--- config.mk ---
export PLATFORM = sky130hd
export DESIGN_NAME = ioctl_mem_arbiter
export DESIGN_NICKNAME = d
export VERILOG_FILES = /design/src/rtl/ioctl_mem_arbiter.sv
export SDC_FILE = /design/constraint.sdc
export NUM_CORES = 1
export LEC_CHECK = 0
export ABC_AREA = 1
export ABC_CLOCK_PERIOD_IN_PS = 6550
export CORE_MARGIN = 2
export CORE_UTILIZATION = 52
export DETAILED_ROUTE_END_ITERATION = 16
export DONT_BUFFER_PORTS = 1
export GPL_TIMING_DRIVEN = 0
export PLACE_DENSITY = 0.67
export SKIP_CTS_REPAIR_TIMING = 1
export SLEW_MARGIN = 20
export SYNTH_ARGS = -nofsm -noshare
export SYNTH_HDL_FRONTEND = slang
export SYNTH_SLANG_ARGS = --single-unit
--- constraint.sdc ---
create_clock -name clk_sys -period 6.55 [get_ports clk_sys]
set_clock_uncertainty 0.1 [all_clocks]
set_input_delay 1.31 -clock clk_sys [delete_from_list [all_inputs] [get_ports clk_sys]]
set_output_delay 1.31 -clock clk_sys [all_outputs]
set_load 0.05 [all_outputs]
--- src/rtl/ioctl_mem_arbiter.sv ---
// ioctl_mem_arbiter: shares one synchronous single-port RAM between a CPU port and a FIFO-buffered ioctl download stream.
module ioctl_mem_arbiter #(
  parameter int ADDR_W     = 16,
  parameter int FIFO_DEPTH = 4,
  parameter int CPU_BURST  = 8
) (
  input  logic              clk_sys,
  input  logic              reset,
  input  logic              ioctl_download,
  input  logic              ioctl_wr,
  input  logic [24:0]       ioctl_addr,
  input  logic [7:0]        ioctl_dout,
  input  logic              cpu_req,
  input  logic              cpu_we,
  input  logic [ADDR_W-1:0] cpu_addr,
  input  logic [7:0]        cpu_din,
  output logic              cpu_ack,
  output logic [7:0]        cpu_dout,
  output logic              mem_ce,
  output logic              mem_we,
  output logic [ADDR_W-1:0] mem_addr,
  output logic [7:0]        mem_din,
  input  logic [7:0]        mem_dout,
  output logic              dl_overflow,
  output logic              cpu_proto_err,
  output logic              dl_done
);
  localparam logic [2:0] IDLE = 3'd0, CPU_RD = 3'd1, CPU_RD_WAIT = 3'd2, CPU_WR = 3'd3, DL_WR = 3'd4;
  localparam int PW = $clog2(FIFO_DEPTH);
  localparam int BW = $clog2(CPU_BURST + 1);
  logic [2:0]        state_q, state_d;
  logic [ADDR_W+7:0] fifo_q [FIFO_DEPTH];
  logic [PW-1:0]     wp_q, rp_q;
  logic [PW:0]       cnt_q;
  logic [BW-1:0]     burst_q, burst_d;
  logic              pend_q, pwe_q, dl_q, armed_q;
  logic [ADDR_W-1:0] paddr_q;
  logic [7:0]        pdin_q;
  logic [ADDR_W+7:0] head;
  logic empty, full, idle, cpu_gnt, dl_gnt, push, push_ok, fin, busy, rise, fall, done_c;
  logic unused;
  assign unused = ^ioctl_addr[24:ADDR_W];
  always_comb begin
    empty   = cnt_q == '0;
    full    = cnt_q == (PW+1)'(FIFO_DEPTH);
    idle    = state_q == IDLE;
    cpu_gnt = idle & pend_q & (empty | (burst_q < BW'(CPU_BURST)));
    dl_gnt  = idle & ~cpu_gnt & ~empty;
    push    = ioctl_wr & ioctl_download;
    push_ok = push & (~full | dl_gnt);
    // the slot frees on the edge that issues cpu_ack, so back-to-back requests can chain
    fin     = (state_q == CPU_WR) | (state_q == CPU_RD_WAIT);
    busy    = pend_q & ~fin;
    rise    = ioctl_download & ~dl_q;
    fall    = dl_q & ~ioctl_download;
    done_c  = (armed_q | fall) & ~ioctl_download & empty & (state_q != DL_WR);
    head    = fifo_q[rp_q];
    state_d = cpu_gnt ? (pwe_q ? CPU_WR : CPU_RD) : dl_gnt ? DL_WR : (state_q == CPU_RD) ? CPU_RD_WAIT : IDLE;
    burst_d = (empty | dl_gnt) ? '0 : cpu_gnt ? burst_q + 1'b1 : burst_q;
  end
  always_ff @(posedge clk_sys)
    if (push_ok) fifo_q[wp_q] <= {ioctl_addr[ADDR_W-1:0], ioctl_dout};
  always_ff @(posedge clk_sys or posedge reset) begin
    if (reset) begin
      state_q       <= IDLE;
      wp_q          <= '0;
      rp_q          <= '0;
      cnt_q         <= '0;
      burst_q       <= '0;
      pend_q        <= 1'b0;
      pwe_q         <= 1'b0;
      paddr_q       <= '0;
      pdin_q        <= '0;
      dl_q          <= 1'b0;
      armed_q       <= 1'b0;
      cpu_ack       <= 1'b0;
      cpu_dout      <= '0;
      mem_ce        <= 1'b0;
      mem_we        <= 1'b0;
      mem_addr      <= '0;
      mem_din       <= '0;
      dl_overflow   <= 1'b0;
      cpu_proto_err <= 1'b0;
      dl_done       <= 1'b0;
    end else begin
      state_q       <= state_d;
      burst_q       <= burst_d;
      wp_q          <= push_ok ? wp_q + 1'b1 : wp_q;
      rp_q          <= dl_gnt ? rp_q + 1'b1 : rp_q;
      cnt_q         <= cnt_q + (PW+1)'(push_ok) - (PW+1)'(dl_gnt);
      pend_q        <= (cpu_req & ~busy) | (pend_q & ~fin);
      pwe_q         <= (cpu_req & ~busy) ? cpu_we : pwe_q;
      paddr_q       <= (cpu_req & ~busy) ? cpu_addr : paddr_q;
      pdin_q        <= (cpu_req & ~busy) ? cpu_din : pdin_q;
      dl_q          <= ioctl_download;
      armed_q       <= ~ioctl_download & ~done_c & (armed_q | fall);
      cpu_ack       <= fin;
      cpu_dout      <= (state_q == CPU_RD_WAIT) ? mem_dout : cpu_dout;
      mem_ce        <= cpu_gnt | dl_gnt;
      mem_we        <= dl_gnt | (cpu_gnt & pwe_q);
      mem_addr      <= cpu_gnt ? paddr_q : dl_gnt ? head[ADDR_W+7:8] : mem_addr;
      mem_din       <= cpu_gnt ? pdin_q : dl_gnt ? head[7:0] : mem_din;
      dl_overflow   <= (dl_overflow & ~rise) | (push & full & ~dl_gnt);
      cpu_proto_err <= (cpu_proto_err & ~rise) | (cpu_req & busy);
      dl_done       <= done_c;
    end
  end
endmodule

Yosys cells after proc, flatten, opt, wreduce, memory -nomap -nowiden
Memories as Yosys holds them, arrays and structs flattened.
Index checks and enable logic that the tools add are counted.
{ "op_classes": {"add_sub_neg": 5, "n_lt_le_gt_ge": 1, "n_eq_ne": 5, "n_mux": 12, "n_bitwise": 41, "n_reduce_logical": 4} }
{ "op_table": {"columns": ["op", "n"], "rows": [
  ["$mux W16", 2],
  ["$and A1 B1 Y1", 21],
  ["$mux W8", 2],
  ["$not A1 Y1", 10],
  ["$or A1 B1 Y1", 10],
  ["$mux W4", 2],
  ["$eq A3 B2 Y1 const B", 2],
  ["$logic_not A3 Y1", 2],
  ["$mux W3", 2],
  ["$add A2 B1 Y2 const B", 2],
  ["$add A4 B1 Y4 const B", 1],
  ["$lt A4 B4 Y1 const B", 1],
  ["$mux W2", 2],
  ["$reduce_bool A2 Y1", 2],
  ["$add A3 B1 Y3", 1],
  ["$eq A3 B1 Y1 const B", 1],
  ["$eq A3 B3 Y1 const B", 1],
  ["$ne A3 B3 Y1 const B", 1],
  ["$sub A3 B1 Y3", 1],
  ["$mux W1", 2]
]} }
{ "word_totals": {"register_bits": 80, "mem_bits_rw": 96, "input_bits": 71, "output_inout_bits": 38, "word_cells": 89, "mem_count": 1} }
{ "memory_table": {"columns": ["name", "words", "word_bits", "read_ports", "rd_clocked_by_memory_dff", "write_ports", "line_no", "source"], "rows": [
  ["fifo_q", 4, 24, 1, 0, 1, "32", "logic [ADDR_W+7:0] fifo_q [FIFO_DEPTH];"]
]} }

Logic depth before layout (Yosys ltp)
{ "logic_depth": {"depth_word": 10, "mapped_depth": 13, "ltp_nobuf": 13} }

Worst setup path after synthesis
No wires, ideal clock.
{ "synth_path": {"path_kind": "input-to-reg", "startpoint": "in ioctl_download", "endpoint": "mem fifo_q[0][0] (netlist bit), enable pin", "setup_ns": 0.405, "t_arrival_ns": 2.618, "required_ns": 6.045, "path_slack_ns": 3.427, "path_stages": 4, "n_path_buf": 0, "cell_sequence": "nand2_1 inv_1 nand2_1 nor2_1"} }
{ "synth_via": {"elab_chain_len": 4} }
{ "synth_rtl": {"columns": ["element", "line_no", "source"], "rows": [
  ["start: declaration", "9", "input logic ioctl_download,"],
  ["$and A1 B1 Y1", "49", "push = ioctl_wr & ioctl_download;"],
  ["$and A1 B1 Y1", "50", "push_ok = push & (~full | dl_gnt);"],
  ["$mux W1", "62", "if (push_ok) fifo_q[wp_q] <= {ioctl_addr[ADDR_W-1:0], ioctl_dout};"],
  ["$mux W1 (implied by the code)", "62", null],
  ["end: declaration", "32", null]
]} }
Every way passes these cells.

Final worst setup path
{ "layout_path": {"startpoint": "reg cnt_q[1]", "endpoint": "reg cnt_q[2]"} }
{ "layout_via": {"elab_chain_len": 10, "word_cells_on_any_way": 13, "cone_classes": "2 x add/sub; 1 x eq/ne; 9 x bitwise; 1 x reduce/logical"} }
{ "layout_rtl": {"columns": ["element", "line_no", "source"], "rows": [
  ["start: declaration", "34", "logic [PW:0] cnt_q;"],
  ["start signal: assignment", "90", "cnt_q <= cnt_q + (PW+1)'(push_ok) - (PW+1)'(dl_gnt);"],
  ["$logic_not A3 Y1", "44", "empty = cnt_q == '0;"],
  ["$or A1 B1 Y1", "47", "cpu_gnt = idle & pend_q & (empty | (burst_q < BW'(CPU_BURST)));"],
  ["$and A1 B1 Y1", "47", null],
  ["$not A1 Y1", "48", "dl_gnt = idle & ~cpu_gnt & ~empty;"],
  ["$and A1 B1 Y1 (2 in series)", "48", null],
  ["$or A1 B1 Y1", "50", null],
  ["$and A1 B1 Y1", "50", null],
  ["$add A3 B1 Y3", "90", null],
  ["$sub A3 B1 Y3 *", "90", null]
]} }
Every way passes the cells marked *; elsewhere a longest branch is shown, timed or not.
A chain may end at the register's enable or synchronous reset.

==> metrics.md <==
| Metric | Value |
|---|---|
| Top-area cell type share of the netlist area | `39.2%` |
| First-pass detailed-route iteration total | `5` |
| Number of port buffers | `0` |
| Mean Syn Cell Area | `11.0 sq um` |
| Hpwl dp | `10,900 um` |
| Synth top area cells | `edfxtp_1, dfrtp_1, nand2_1` |
| Largest net degree at the start of global routing | `45` |
| Unrepaired setup endpoints after global routing | `false` |
| DR WL/cell | `17.6 um` |
| Antenna violations before repair | `1` |
| Vias in the first global route | `4,728` |
| Syn_nets | `745` |
| PwrDens | `537 mW/mm^2` |
| HP Class | `flop to flop` |
| Core Box Area | `0.0138 sq mm` |
| Worst Tran Pin Value | `0.526 ns` |
| Crit path capture | `cnt_q[2]` |
| Final Cycle Share | `45.4%` |
| GR Overflow Total | `0` |
| Leakage | `3.63 nW` |
| FMAX | `336 MHz` |
| Slowest CP cell | `dfrtp_1` |
| CTS tree | `yes` |
| Worst path max stage delay | `0.43 ns` |
| Via density | `5.32` |
| Hold_ws | `0.395 ns` |
| Starting density of the core | `53.2%` |
| Final Hold Vio Count | `0` |
| Layout cells sized above 1 | `13.1%` |
| Chip width | `123 um` |
| Sequential fraction of the synthesis area | `66.4%` |
| Worst relative slew slack | `64.6%` |
| Gpl congestion | `0.783` |
| Fin Setup TNS | `0 ns` |
| Total track usage | `22.1%` |
| Initial drt markers | `301` |
| Worst R2R Start | `cnt_q[1]` |
| Worst reg2reg endpoint | `cnt_q[2]` |
| Layout Nets | `769` |
| Die Y | `123 um` |
| Cell taking the most area after synthesis | `edfxtp_1` |
| Max Slew Vio Count | `0` |
| Post-DRT Antenna Nets | `0` |
| Sequence of cells on the critical path | `nor2_1, nand2_4, o211ai_4, nand2_1, nand2_1, ha_1, inv_1, ha_1, inv_1, fa_1, xnor2_1, xor2_1` |
| FP Rows | `43` |
| DRC Markers | `0` |
| Worst-path fanout max | `7` |
| First-pass GRT wire length | `24,500 um` |
| Vias | `4,703` |
| Synth Register Bits | `176` |
| Critical Path RT | `6.80 ns` |
| CTS buffer count | `17` |
| Routed WL | `15,600 um` |
| CP Class | `flop to flop` |
| CP startpoint kind | `flop` |
| Yosys cell types | `31` |
| Reg2reg path depth | `12` |
| Synth Warn # | `0` |
| Synthesized instance count | `666` |
| Clock-pin slew on the worst setup and hold paths | `0.06 ns` |
| H-tree lvl count | `4` |
| Worst vdd ir | `0.191 mV` |
| Data arrival, critical path | `3.23 ns` |
| Crit end category | `flop` |
| I/O Pins | `109` |
| Die ar. | `0.0151 sq mm` |
| Clk Latency, worst-skew pair | `0.43 ns` |
| CTS root buf | `clkbuf_16` |
| Setup-failing EPs final | `0` |
| Status | `complete, no violations` |
| R2R Setup Slk | `3.57 ns` |
| Synthesized area | `0.00736 sq mm` |
| Clock buffer depth | `2` |
| Crit. Startpoint | `cnt_q[1]` |
| Area grow syn2layout | `13.5%` |
| Max-cap violation count | `0` |
| Tmin final | `2.98 ns` |
| CTS sink cnt | `176` |
## critical path, delay by kind of cell, from the launching register on
kind / cells / cell delay (ns)
and+or+nand+nor: 4 / 0.91
DFF: 1 / 0.43
buffers and inverters: 2 / 0.10
AOI/OAI and AO/OA: 1 / 0.18
adders and majority gates: 3 / 0.81
xor gates and xnor gates: 2 / 0.37
## logic make-up after synthesis
group | count (synthesis) | synth area share [%]
compound gates | 64 | 5.02
xor+xnor | 3 | 0.357
fa+ha+maj | 8 | 1.46
buf+inv | 83 | 5.51
flops | 176 | 66.4
mux | 32 | 4.90
simple gates | 300 | 16.4
## power by group
part / internal (W) / leakage, nW / switching, W
Sequential: 0.00147 / 1.84 / 0.000544
Clock: 0.000633 / 0.283 / 0.000400
Combinational: 0.000511 / 1.50 / 0.000922
Total: 0.00261 / 3.63 / 0.00187
## how the worst min path moves through the flow
stage           startpoint     endpoint  slack, ns  cells past startpoint
3_5_place_dp     pdin_q[1]    pdin_q[1]       0.38                      1
6_report        paddr_q[5]   paddr_q[5]       0.39                      1
5_1_grt        paddr_q[12]  paddr_q[12]       0.41                      1
4_1_cts         paddr_q[5]   paddr_q[5]       0.40                      1
2_1_floorplan   paddr_q[0]   paddr_q[0]       0.36                      1
3_3_place_gp   paddr_q[14]  paddr_q[14]       0.37                      1
## cells in the mapped netlist
cell type	count
mux2_2	14
inv_2	4
nor3_1	1
o211ai_4	1
o21ai_1	6
edfxtp_1	96
nor2_2	2
o22ai_1	1
inv_1	48
xor2_1	2
a21oi_1	5
o21ai_0	39
nor2_1	71
nand2_1	188
mux2_1	18
clkbuf_1	2
nand3_1	31
buf_2	18
nand2_4	3
buf_4	3
dfrtp_1	80
nand2_2	2
buf_6	5
o21ai_2	1
o211ai_1	11
ha_1	7
nand4_1	2
fa_1	1
clkbuf_8	2
inv_4	1
xnor2_1	1
## state kept, by name, indices dropped and copies added (netlist names), 3 cells and up
name      cells
cnt_q         3
mem_addr     16
paddr_q      16
pdin_q        8
state_q       3
burst_q       4
mem_din       8
fifo_q       96
cpu_dout      8
## metal layers
layer / track usage, % / part of all wire, % / wire [um] / vias to the layer above
met4: 7.69 / 1.7 / 271 / 2
li1: - / - / - / 2245
met3: 7.01 / 9.1 / 1420 / 22
met5: 0 / 0.083 / 13 / -
met1: 28.7 / 42 / 6520 / 2257
met2: 35.3 / 47 / 7350 / 177
## stage by stage
step	total power [W]	cell area (sq um)	worst slack, ns	utilization, %	instances
floorplan	0.00303	7360	3.09	-	666
global route	0.00478	8350	3.37	60.4	883
CTS	0.00451	8350	3.54	60.4	883
detailed placement	0.00347	7740	3.24	56.0	851
finish	0.00448	8350	3.57	60.4	884
global placement	0.00338	7580	2.37	54.8	846
## placed cells by master (no fill, tap or decap), types with 3 or more instances in the layout
master	n
clkbuf_1	5
nand3_1	31
buf_4	3
edfxtp_1	96
nor2_1	67
ha_1	7
mux2_1	18
nand2_1	188
buf_2	18
inv_2	4
dfrtp_1	80
a21oi_1	5
o211ai_1	11
nor2_4	4
clkbuf_16	17
clkinv_1	3
nand2_4	3
mux2_2	14
inv_1	47
o21ai_1	6
buf_6	5
bufinv_16	4
buf_16	4
o21ai_0	39
## final cells by class
class	count	area, sq um
Clock buffer	20	437
Sequential cell	176	4880
Buffer	30	204
Timing Repair Buffer	5	130
Clock inverter	12	165
Tap cell	180	225
Inverter	53	204
Antenna cell	1	2.50
Multi-Input combinational cell	407	2100
Fill cell	1099	5480
Power figures use the tool's default switching activity.
